===== config.mk =====
export PLATFORM = sky130hd
export DESIGN_NAME = id_ex_stage_flat
export DESIGN_NICKNAME = d
export VERILOG_FILES = /design/src/rtl/id_ex_stage_pkg.sv /design/src/rtl/id_ex_stage_if.sv /design/src/rtl/id_ex_stage_ex_fwd_mux.sv /design/src/rtl/id_ex_stage.sv /design/src/flat_wrapper.sv
export SDC_FILE = /design/constraint.sdc
export NUM_CORES = 1
export LEC_CHECK = 0
export ABC_AREA = 1
export CORE_UTILIZATION = 36
export DETAILED_ROUTE_END_ITERATION = 7
export PLACE_DENSITY_LB_ADDON = 0.08
export SETUP_SLACK_MARGIN = 0.3
export SLEW_MARGIN = 40
export SYNTH_ARGS = -nofsm -noshare
export SYNTH_HDL_FRONTEND = slang
export SYNTH_SLANG_ARGS = --single-unit

===== constraint.sdc =====
create_clock -name clk -period 1 [get_ports clk]
set_input_delay 0.1 -clock clk [delete_from_list [all_inputs] [get_ports clk]]
set_output_delay 0.1 -clock clk [all_outputs]
set_load 0.03 [all_outputs]

===== src/rtl/id_ex_stage_pkg.sv =====
// Shared definitions for the ID/EX pipeline register: ALU op encodings and
// default datapath widths.
package id_ex_stage_pkg;

  localparam int DEF_WIDTH    = 16;
  localparam int DEF_REG_BITS = 3;
  localparam int DEF_OP_BITS  = 3;

  typedef enum logic [2:0] {
    OP_ROL = 3'd0,
    OP_SLL = 3'd1,
    OP_ROR = 3'd2,
    OP_SRA = 3'd3,
    OP_ADD = 3'd4,
    OP_OR  = 3'd5,
    OP_XOR = 3'd6,
    OP_AND = 3'd7
  } alu_op_e;

endpackage


===== src/rtl/id_ex_stage_if.sv =====
// Bundle of decode-side inputs, forwarding sources and EX-side outputs of the
// ID/EX stage.
interface id_ex_stage_if
  import id_ex_stage_pkg::*;
#(
  parameter int WIDTH    = DEF_WIDTH,
  parameter int REG_BITS = DEF_REG_BITS,
  parameter int OP_BITS  = DEF_OP_BITS
);
  // Handshake: in_valid marks a live instruction; there is no ready. The
  // stage always accepts unless stall is high, in which case the decode side
  // must keep presenting the same instruction; flush turns the next EX slot
  // into a bubble regardless of stall.
  logic                in_valid;
  logic                stall;
  logic                flush;
  logic [OP_BITS-1:0]  id_op;
  logic                id_inv_a;
  logic                id_inv_b;
  logic                id_sign;
  logic                id_cin;
  logic [REG_BITS-1:0] id_rs;
  logic [REG_BITS-1:0] id_rt;
  logic [REG_BITS-1:0] id_rd;
  logic                id_wr_en;
  logic [WIDTH-1:0]    id_rs_data;
  logic [WIDTH-1:0]    id_rt_data;
  logic [WIDTH-1:0]    id_imm;
  logic                id_use_imm;
  logic                exm_wr_en;
  logic [REG_BITS-1:0] exm_rd;
  logic [WIDTH-1:0]    exm_result;
  logic                mw_wr_en;
  logic [REG_BITS-1:0] mw_rd;
  logic [WIDTH-1:0]    mw_result;

  logic                ex_valid;
  logic [WIDTH-1:0]    ex_a;
  logic [WIDTH-1:0]    ex_b;
  logic [OP_BITS-1:0]  ex_op;
  logic                ex_inv_a;
  logic                ex_inv_b;
  logic                ex_sign;
  logic                ex_cin;
  logic [REG_BITS-1:0] ex_rd;
  logic                ex_wr_en;

  modport master (
    output in_valid, stall, flush, id_op, id_inv_a, id_inv_b, id_sign, id_cin,
           id_rs, id_rt, id_rd, id_wr_en, id_rs_data, id_rt_data, id_imm,
           id_use_imm, exm_wr_en, exm_rd, exm_result, mw_wr_en, mw_rd,
           mw_result,
    input  ex_valid, ex_a, ex_b, ex_op, ex_inv_a, ex_inv_b, ex_sign, ex_cin,
           ex_rd, ex_wr_en
  );

  modport slave (
    input  in_valid, stall, flush, id_op, id_inv_a, id_inv_b, id_sign, id_cin,
           id_rs, id_rt, id_rd, id_wr_en, id_rs_data, id_rt_data, id_imm,
           id_use_imm, exm_wr_en, exm_rd, exm_result, mw_wr_en, mw_rd,
           mw_result,
    output ex_valid, ex_a, ex_b, ex_op, ex_inv_a, ex_inv_b, ex_sign, ex_cin,
           ex_rd, ex_wr_en
  );

endinterface


===== src/rtl/id_ex_stage_ex_fwd_mux.sv =====
// Three-way operand select: EX/MEM result, then MEM/WB result, then the
// register-file read. The youngest matching producer wins.
module id_ex_stage_ex_fwd_mux
  import id_ex_stage_pkg::*;
#(
  parameter int WIDTH    = DEF_WIDTH,
  parameter int REG_BITS = DEF_REG_BITS
) (
  input  logic [REG_BITS-1:0] src_rd,
  input  logic [WIDTH-1:0]    rf_data,
  input  logic                exm_wr_en,
  input  logic [REG_BITS-1:0] exm_rd,
  input  logic [WIDTH-1:0]    exm_result,
  input  logic                mw_wr_en,
  input  logic [REG_BITS-1:0] mw_rd,
  input  logic [WIDTH-1:0]    mw_result,
  output logic [WIDTH-1:0]    fwd_data
);

  always_comb begin
    fwd_data = rf_data;
    if (exm_wr_en && (exm_rd == src_rd)) begin
      fwd_data = exm_result;
    end else if (mw_wr_en && (mw_rd == src_rd)) begin
      fwd_data = mw_result;
    end
  end

endmodule


===== src/rtl/id_ex_stage.sv =====
// ID/EX pipeline register: captures ALU controls and forwarded operands,
// with priority rst > flush > stall > capture.
module id_ex_stage
  import id_ex_stage_pkg::*;
#(
  parameter int WIDTH    = DEF_WIDTH,
  parameter int REG_BITS = DEF_REG_BITS,
  parameter int OP_BITS  = DEF_OP_BITS
) (
  input logic            clk,
  input logic            rst,
  id_ex_stage_if.slave   bus
);

  logic [WIDTH-1:0]    fwd_a;
  logic [WIDTH-1:0]    fwd_b;

  logic                ex_valid_d, ex_valid_q;
  logic [WIDTH-1:0]    ex_a_d, ex_a_q;
  logic [WIDTH-1:0]    ex_b_d, ex_b_q;
  logic [OP_BITS-1:0]  ex_op_d, ex_op_q;
  logic                ex_inv_a_d, ex_inv_a_q;
  logic                ex_inv_b_d, ex_inv_b_q;
  logic                ex_sign_d, ex_sign_q;
  logic                ex_cin_d, ex_cin_q;
  logic [REG_BITS-1:0] ex_rd_d, ex_rd_q;
  logic                ex_wr_en_d, ex_wr_en_q;

  id_ex_stage_ex_fwd_mux #(.WIDTH(WIDTH), .REG_BITS(REG_BITS)) u_fwd_a (
    .src_rd     (bus.id_rs),
    .rf_data    (bus.id_rs_data),
    .exm_wr_en  (bus.exm_wr_en),
    .exm_rd     (bus.exm_rd),
    .exm_result (bus.exm_result),
    .mw_wr_en   (bus.mw_wr_en),
    .mw_rd      (bus.mw_rd),
    .mw_result  (bus.mw_result),
    .fwd_data   (fwd_a)
  );

  id_ex_stage_ex_fwd_mux #(.WIDTH(WIDTH), .REG_BITS(REG_BITS)) u_fwd_b (
    .src_rd     (bus.id_rt),
    .rf_data    (bus.id_rt_data),
    .exm_wr_en  (bus.exm_wr_en),
    .exm_rd     (bus.exm_rd),
    .exm_result (bus.exm_result),
    .mw_wr_en   (bus.mw_wr_en),
    .mw_rd      (bus.mw_rd),
    .mw_result  (bus.mw_result),
    .fwd_data   (fwd_b)
  );

  always_comb begin
    // Default: bubble (flush); the same values as reset.
    ex_valid_d = 1'b0;
    ex_a_d     = '0;
    ex_b_d     = '0;
    ex_op_d    = OP_BITS'(OP_ROL);
    ex_inv_a_d = 1'b0;
    ex_inv_b_d = 1'b0;
    ex_sign_d  = 1'b0;
    ex_cin_d   = 1'b0;
    ex_rd_d    = '0;
    ex_wr_en_d = 1'b0;
    if (!bus.flush) begin
      if (bus.stall) begin
        ex_valid_d = ex_valid_q;
        ex_a_d     = ex_a_q;
        ex_b_d     = ex_b_q;
        ex_op_d    = ex_op_q;
        ex_inv_a_d = ex_inv_a_q;
        ex_inv_b_d = ex_inv_b_q;
        ex_sign_d  = ex_sign_q;
        ex_cin_d   = ex_cin_q;
        ex_rd_d    = ex_rd_q;
        ex_wr_en_d = ex_wr_en_q;
      end else begin
        // Fields are captured even for an invalid slot; only the write
        // enable is qualified so a dead slot can never retire a write.
        ex_valid_d = bus.in_valid;
        ex_a_d     = fwd_a;
        ex_b_d     = bus.id_use_imm ? bus.id_imm : fwd_b;
        ex_op_d    = bus.id_op;
        ex_inv_a_d = bus.id_inv_a;
        ex_inv_b_d = bus.id_inv_b;
        ex_sign_d  = bus.id_sign;
        ex_cin_d   = bus.id_cin;
        ex_rd_d    = bus.id_rd;
        ex_wr_en_d = bus.id_wr_en & bus.in_valid;
      end
    end
  end

  always_ff @(posedge clk) begin
    if (rst) begin
      ex_valid_q <= 1'b0;
      ex_a_q     <= '0;
      ex_b_q     <= '0;
      ex_op_q    <= OP_BITS'(OP_ROL);
      ex_inv_a_q <= 1'b0;
      ex_inv_b_q <= 1'b0;
      ex_sign_q  <= 1'b0;
      ex_cin_q   <= 1'b0;
      ex_rd_q    <= '0;
      ex_wr_en_q <= 1'b0;
    end else begin
      ex_valid_q <= ex_valid_d;
      ex_a_q     <= ex_a_d;
      ex_b_q     <= ex_b_d;
      ex_op_q    <= ex_op_d;
      ex_inv_a_q <= ex_inv_a_d;
      ex_inv_b_q <= ex_inv_b_d;
      ex_sign_q  <= ex_sign_d;
      ex_cin_q   <= ex_cin_d;
      ex_rd_q    <= ex_rd_d;
      ex_wr_en_q <= ex_wr_en_d;
    end
  end

  assign bus.ex_valid = ex_valid_q;
  assign bus.ex_a     = ex_a_q;
  assign bus.ex_b     = ex_b_q;
  assign bus.ex_op    = ex_op_q;
  assign bus.ex_inv_a = ex_inv_a_q;
  assign bus.ex_inv_b = ex_inv_b_q;
  assign bus.ex_sign  = ex_sign_q;
  assign bus.ex_cin   = ex_cin_q;
  assign bus.ex_rd    = ex_rd_q;
  assign bus.ex_wr_en = ex_wr_en_q;

endmodule


===== src/flat_wrapper.sv =====
// flat-port wrapper written by rule: the top's interface ports become plain ports
module id_ex_stage_flat import id_ex_stage_pkg::*;
#(
  parameter int WIDTH    = DEF_WIDTH,
  parameter int REG_BITS = DEF_REG_BITS,
  parameter int OP_BITS  = DEF_OP_BITS
)
  (clk, rst, bus_in_valid, bus_stall, bus_flush, bus_id_op, bus_id_inv_a, bus_id_inv_b, bus_id_sign, bus_id_cin, bus_id_rs, bus_id_rt, bus_id_rd, bus_id_wr_en, bus_id_rs_data, bus_id_rt_data, bus_id_imm, bus_id_use_imm, bus_exm_wr_en, bus_exm_rd, bus_exm_result, bus_mw_wr_en, bus_mw_rd, bus_mw_result, bus_ex_valid, bus_ex_a, bus_ex_b, bus_ex_op, bus_ex_inv_a, bus_ex_inv_b, bus_ex_sign, bus_ex_cin, bus_ex_rd, bus_ex_wr_en);
  id_ex_stage_if #(.WIDTH(WIDTH), .REG_BITS(REG_BITS), .OP_BITS(OP_BITS)) bus_i ();
  input logic clk;
  input logic rst;
  input wire logic [$bits(bus_i.in_valid)-1:0] bus_in_valid;
  input wire logic [$bits(bus_i.stall)-1:0] bus_stall;
  input wire logic [$bits(bus_i.flush)-1:0] bus_flush;
  input wire logic [$bits(bus_i.id_op)-1:0] bus_id_op;
  input wire logic [$bits(bus_i.id_inv_a)-1:0] bus_id_inv_a;
  input wire logic [$bits(bus_i.id_inv_b)-1:0] bus_id_inv_b;
  input wire logic [$bits(bus_i.id_sign)-1:0] bus_id_sign;
  input wire logic [$bits(bus_i.id_cin)-1:0] bus_id_cin;
  input wire logic [$bits(bus_i.id_rs)-1:0] bus_id_rs;
  input wire logic [$bits(bus_i.id_rt)-1:0] bus_id_rt;
  input wire logic [$bits(bus_i.id_rd)-1:0] bus_id_rd;
  input wire logic [$bits(bus_i.id_wr_en)-1:0] bus_id_wr_en;
  input wire logic [$bits(bus_i.id_rs_data)-1:0] bus_id_rs_data;
  input wire logic [$bits(bus_i.id_rt_data)-1:0] bus_id_rt_data;
  input wire logic [$bits(bus_i.id_imm)-1:0] bus_id_imm;
  input wire logic [$bits(bus_i.id_use_imm)-1:0] bus_id_use_imm;
  input wire logic [$bits(bus_i.exm_wr_en)-1:0] bus_exm_wr_en;
  input wire logic [$bits(bus_i.exm_rd)-1:0] bus_exm_rd;
  input wire logic [$bits(bus_i.exm_result)-1:0] bus_exm_result;
  input wire logic [$bits(bus_i.mw_wr_en)-1:0] bus_mw_wr_en;
  input wire logic [$bits(bus_i.mw_rd)-1:0] bus_mw_rd;
  input wire logic [$bits(bus_i.mw_result)-1:0] bus_mw_result;
  output wire logic [$bits(bus_i.ex_valid)-1:0] bus_ex_valid;
  output wire logic [$bits(bus_i.ex_a)-1:0] bus_ex_a;
  output wire logic [$bits(bus_i.ex_b)-1:0] bus_ex_b;
  output wire logic [$bits(bus_i.ex_op)-1:0] bus_ex_op;
  output wire logic [$bits(bus_i.ex_inv_a)-1:0] bus_ex_inv_a;
  output wire logic [$bits(bus_i.ex_inv_b)-1:0] bus_ex_inv_b;
  output wire logic [$bits(bus_i.ex_sign)-1:0] bus_ex_sign;
  output wire logic [$bits(bus_i.ex_cin)-1:0] bus_ex_cin;
  output wire logic [$bits(bus_i.ex_rd)-1:0] bus_ex_rd;
  output wire logic [$bits(bus_i.ex_wr_en)-1:0] bus_ex_wr_en;
  assign bus_i.in_valid = bus_in_valid;
  assign bus_i.stall = bus_stall;
  assign bus_i.flush = bus_flush;
  assign bus_i.id_op = bus_id_op;
  assign bus_i.id_inv_a = bus_id_inv_a;
  assign bus_i.id_inv_b = bus_id_inv_b;
  assign bus_i.id_sign = bus_id_sign;
  assign bus_i.id_cin = bus_id_cin;
  assign bus_i.id_rs = bus_id_rs;
  assign bus_i.id_rt = bus_id_rt;
  assign bus_i.id_rd = bus_id_rd;
  assign bus_i.id_wr_en = bus_id_wr_en;
  assign bus_i.id_rs_data = bus_id_rs_data;
  assign bus_i.id_rt_data = bus_id_rt_data;
  assign bus_i.id_imm = bus_id_imm;
  assign bus_i.id_use_imm = bus_id_use_imm;
  assign bus_i.exm_wr_en = bus_exm_wr_en;
  assign bus_i.exm_rd = bus_exm_rd;
  assign bus_i.exm_result = bus_exm_result;
  assign bus_i.mw_wr_en = bus_mw_wr_en;
  assign bus_i.mw_rd = bus_mw_rd;
  assign bus_i.mw_result = bus_mw_result;
  assign bus_ex_valid = bus_i.ex_valid;
  assign bus_ex_a = bus_i.ex_a;
  assign bus_ex_b = bus_i.ex_b;
  assign bus_ex_op = bus_i.ex_op;
  assign bus_ex_inv_a = bus_i.ex_inv_a;
  assign bus_ex_inv_b = bus_i.ex_inv_b;
  assign bus_ex_sign = bus_i.ex_sign;
  assign bus_ex_cin = bus_i.ex_cin;
  assign bus_ex_rd = bus_i.ex_rd;
  assign bus_ex_wr_en = bus_i.ex_wr_en;
  id_ex_stage #(.WIDTH(WIDTH), .REG_BITS(REG_BITS), .OP_BITS(OP_BITS)) u_core (.clk(clk), .rst(rst), .bus(bus_i));
endmodule

==> impl_metrics.yaml, run 1 <==
outcome:
  outcome: "complete, no violations"
synth:
  synth_ff_type: "dfxtp_1"
  yosys.area.top_type: "dfxtp_1"
  synthArstFlopShare_pct: 0
  ys_ff_latch: 44
  netlist_top_cells_count: "nand2_1, nand3_1, inv_1"
  synthMostInstantiatedCell: "nand2_1"
  netlist_instances: 486
  synth_edf_count: 0
  syn_area_um2: 3007
  syn_nets: 597
  ys_warn_count: 0
  yosys.area.top_type_share_pct: 29.30
  seq_area_frac_synth_pct: 29.30
  yosysUniqueCellTypes: 23
  synthTopCellsByArea: "dfxtp_1, nand2_1, nand3_1"
  synth_area_per_cell_um2: 6.186
cts:
  worstSkewPairLatency_ps: 300
  cts_hold_buf: 0
  cts_root_buf: "clkbuf_8"
  cts_tree: "built"
  cts_sinks: 44
  cts_max_level: 2
  max-clock-path-buffers: 2
  cts.clk_slew.worst_paths_ps: 90
  numCtsBuffers: 5
sta:
  rsz0062_at_grt: "true"
  min_period_ps: 961.9
  max_slew.worst_pin.slew_ps: 288.2
  fmax_mhz: 1040
  fin_ws_ps: 38.06
  setup_viol: 0
  drv_slew: 0
  maxSlewHeadroom_pct: 80.79
  skew_ps: 0
  fin_crit_sh_pct: 96.19
  finalHoldViolations: 0
final_layout:
  layout-drive-gt1-share_pct: 39.34
  final_cell_area_um2: 5695
  syn_to_final_growth_pct: 89.43
  antenna_cells: 0
  nNetsFinal: 776
place:
  place_area_um2: 4877
  port_buffers: 154
  place_hpwl_um: 8472
  dp_slack_ps: -815.2
  place.gp.congestion: 0.9652
global_route:
  grt_pass1_vias: 3806
  gr-total-overflow: 0
  grt_max_degree: 33
  grt_pass1_wl_um: 18260
  antenna_found_initial: 0
  grt.total_usage_pct: 27.23
pwr:
  power_density_nw_per_um2: 943.0
  ir_drop_v: 0.0006121
  leakage_nw: 2.701
worst_setup_path:
  crit_chain: "buf_8 -> buf_6 -> nand2_4 -> nand2_4 -> nor2_4 -> nand2_4 -> nand2_2 -> nand3_2 -> nand2_2 -> a21oi_1"
  crit_arrival_ps: 1160
  start_kind: "input port"
  endpoint_kind: "flop"
  crit_path_top_delay_cell: "nor2_4"
  worstPathRequired_ps: 1190
  crit_fanout: 8
  critPathKind: "input port to flop"
  crit_top_cell: "nand2_4"
  max_stage_delay_ps: 240
worst_hold_path:
  hp-class: "input port to flop"
detailed_routing:
  wirelength_um: 11850
  drc: 0
  routed-via-count: 3829
  wire_per_inst_um: 15.43
  first_iter_violations: 194
  drt-pass1-iter-count: 5
  ant_nets: 0
  viasPerCell: 4.986
floorplanning:
  initial_utilization_pct: 38.12
  dieArea_um2: 8721
  die_w_um: 93.39
  fp.dieH_um: 93.39
  rows: 32
  core-area_um2: 7888
  ioPinCount: 155
flow_run:
  maxCapViolations: 0
[cell families (layout without fill, tap and decap cells)]
kind of cell	after synthesis	count (layout)	share of synthesized area, %
XOR/XNOR	1	1	0.2914
AO/OA/AOI/OAI	62	62	11.57
flip-flops	44	44	29.30
buffers and inverters	89	267	13.07
AND/OR/NAND/NOR	290	292	45.78
[final timing paths]
kind,endpoint,from,cells after the start,slack (ps)
max,u_core.bus.ex_b[6]$_SDFFE_PP0N_,bus_id_rt[1],10,40
min,u_core.bus.ex_op[0]$_SDFFE_PP0N_,bus_id_op[0],3,340
max reg2reg,u_core.bus.ex_b[15]$_SDFFE_PP0N_,u_core.bus.ex_b[15]$_SDFFE_PP0N_,3,230
min reg2reg,u_core.bus.ex_inv_b$_SDFFE_PP0N_,u_core.bus.ex_inv_b$_SDFFE_PP0N_,2,470
[layer usage]
metal | track usage [%] | part of all wire (%) | up-vias
met5 | 0 | 0 | -
met4 | 9.872 | 2.2 | 0
met3 | 5.610 | 8.2 | 23
met2 | 46.88 | 49 | 180
met1 | 33.35 | 41 | 1727
li1 | - | - | 1899
[registers in the layout, indices dropped and copies added, names as in the netlist]
signal               count
u_core.bus.ex_a         16
u_core.bus.ex_b         16
u_core.bus.ex_op         3
u_core.bus.ex_rd         3
u_core.bus.ex_cin        1
u_core.bus.ex_inv_a      1
u_core.bus.ex_inv_b      1
u_core.bus.ex_sign       1
u_core.bus.ex_valid      1
u_core.bus.ex_wr_en      1
[what timing repair did]
item                                    4_1_cts  5_1_grt
pin swaps                                    53       12
endpoints found under the setup margin       88       77
cloned                                        7        1
buffers inserted                              2        3
resized for setup                           230       36
[power by group]
part	switching [mW]	internal, mW	total, mW	leakage (nW)
registers	0.0589	1.84	1.90	0.379
logic	1.03	1.03	2.06	2.27
clock network	0.658	0.753	1.41	0.0548
[worst max-delay path, delay by kind of cell]
kind                   cells  cell delay (ps)
and+or+nand+nor            7              780
buffers and inverters      2              210
AOI/OAI and AO/OA          1               60
[cell type report]
| cell class | count | area, µm² |
|---|---|---|
| well taps | 102 | 127.6 |
| clock buffers | 5 | 68.82 |
| repair inverters | 2 | 18.77 |
| flip-flops and latches | 44 | 938.4 |
| repair buffers | 194 | 2132 |
| inverters | 63 | 285.3 |
| clock inverters | 3 | 46.29 |
| fillers | 666 | 2192 |
| multi-input cells | 355 | 2078 |
[layout by cell type, fill, tap and decap left out, drive strengths merged, types with 3 or more instances in the layout]
cell type	synthesis	layout
buf	19	96
clkbuf	7	6
nand3b	32	32
clkdlybuf4s50	0	92
nand3	65	65
dlygate4sd2	0	4
nor2	45	45
inv	62	63
a21oi	44	44
nand2	148	150
clkinvlp	0	3
o21ai	18	18
dfxtp	44	44
[metrics by stage]
stage | hold WS [ps] | std cells | utilization (%) | TNS [ps] | total power [mW]
detailed placement | 453.3 | 747 | 61.83 | -26510 | 3.653
floorplan | 236.4 | 486 | - | 0 | 2.768
global route | 335.8 | 768 | 72.21 | -17.42 | 5.641
global placement | 449.8 | 747 | 61.83 | -25030 | 3.639
CTS | 330.6 | 764 | 69.78 | 0 | 5.317
finish | 339.8 | 768 | 72.21 | 0 | 5.371
No activity file was read; power rests on OpenSTA's default activity.
==> run 2, diff against run 1 <==
GPL_TIMING_DRIVEN = 0   (was default)
==> impl_metrics.yaml, run 2 (same netlist as run 1, synthesis figures left out) <==
detailed_routing:
  drt-pass1-iter-count: 5
  wire_per_inst_um: 15.51
  ant_nets: 0
  routed-via-count: 3981
  viasPerCell: 5.078
  wirelength_um: 12160
  first_iter_violations: 225
  drc: 0
floorplanning:
  rows: 32
  dieArea_um2: 8721
  core-area_um2: 7888
  ioPinCount: 155
  die_w_um: 93.39
  initial_utilization_pct: 38.12
  fp.dieH_um: 93.39
cts:
  cts_sinks: 44
  cts_tree: "built"
  cts_max_level: 2
  max-clock-path-buffers: 2
  cts_hold_buf: 0
  worstSkewPairLatency_ps: 290
  numCtsBuffers: 5
  cts.clk_slew.worst_paths_ps: 90
  cts_root_buf: "clkbuf_8"
global_route:
  grt_max_degree: 15
  gr-total-overflow: 0
  grt.total_usage_pct: 27.23
  antenna_found_initial: 0
  grt_pass1_vias: 3847
  grt_pass1_wl_um: 18640
worst_setup_path:
  worstPathRequired_ps: 1200
  crit_fanout: 5
  start_kind: "input port"
  crit_arrival_ps: 1130
  endpoint_kind: "flop"
  critPathKind: "input port to flop"
  reg2reg_depth: 3
  r2r-start: "u_core.bus.ex_b[14]$_SDFFE_PP0N_"
  critical_path.startpoint: "bus_mw_rd[1]"
sta:
  min_period_ps: 932.0
  fin_ws_ps: 68.05
  fin_crit_sh_pct: 93.20
  setup_viol: 0
  setup_tns_ps: 0
  fmax_mhz: 1073
  maxSlewHeadroom_pct: 69.70
  max_slew.worst_pin.slew_ps: 454.5
  finalHoldViolations: 0
  rsz0062_at_grt: "true"
  drv_slew: 0
  skew_ps: 0
place:
  place_hpwl_um: 8610
  dp_slack_ps: -847.8
  port_buffers: 153
  place_area_um2: 4771
  place.gp.congestion: 0.9727
worst_hold_path:
  min_from: "bus_id_use_imm"
  hp-class: "input port to flop"
  holdPathStages: 3
pwr:
  leakage_nw: 2.839
  ir_drop_v: 0.0005698
  power_density_nw_per_um2: 931.0
final_layout:
  finish.utilization_pct: 75.38
  final_cell_area_um2: 5946
  antenna_cells: 0
  syn_to_final_growth_pct: 97.75
  layout_commonest_cell: "clkdlybuf4s50_1"
  final_cell_mix: "clkdlybuf4s50_1, nand2_1, buf_6"
  layout-drive-gt1-share_pct: 46.04
  nNetsFinal: 792
outcome:
  outcome: "complete, no violations"
flow_run:
  maxCapViolations: 0
==> run 2: worst max-delay path: stages <==
cell and delay (ps):
buf_12 90, inv_12 30, nand2_4 60, nand2_4 50, nor2_4 190, buf_12 140, buf_8 100, nand3b_1 100
nand3_2 80, nand3_2 80, nand2_1 70, inv_1 30
==> run 2: layout make-up <==
class,count,area [µm²]
plain buffers,26,294.0
clock buffers,6,82.58
clock inverters,2,38.79
fillers,603,1942
inverters,63,274.0
multi-input cells,353,2160
flip-flops and latches,44,935.9
well taps,102,127.6
repair buffers,188,2033
==> run 2: layer usage <==
layer / GRT usage [%] / share of wire (%)
met1: 34.03 / 41
met2: 48.53 / 50
met3: 4.472 / 7.9
met4: 6.410 / 1.9
met5: 0 / 0
==> run 2: through the flow <==
step / total power, mW / cells / hold slack (ps)
2_1_floorplan: 2.768 / 486 / 236.4
3_3_place_gp: 3.555 / 741 / 448.3
3_5_place_dp: 3.574 / 741 / 453.1
4_1_cts: 5.390 / 778 / 195.2
5_1_grt: 5.786 / 784 / 232.8
6_report: 5.535 / 784 / 201.8
==> run 2: power breakdown <==
group | switching, mW | leakage [nW] | internal (mW)
combinational | 1.07 | 2.40 | 1.12
sequential | 0.0541 | 0.378 | 1.84
clock | 0.639 | 0.0614 | 0.818
==> run 2: path summary, 6_finish.rpt <==
check,slack (ps),to
setup / recovery,70,u_core.bus.ex_a[8]$_SDFFE_PP0N_
hold / removal,200,u_core.bus.ex_b[2]$_SDFFE_PP0N_
setup reg to reg,240,u_core.bus.ex_b[14]$_SDFFE_PP0N_
hold reg to reg,470,u_core.bus.ex_op[2]$_SDFFE_PP0N_
==> run 2: timing repair <==
item	4_1_cts	5_1_grt
resized for setup	554	68
pin swaps	71	44
cloned	8	1
buffers inserted	21	5
setup endpoints to repair	88	88
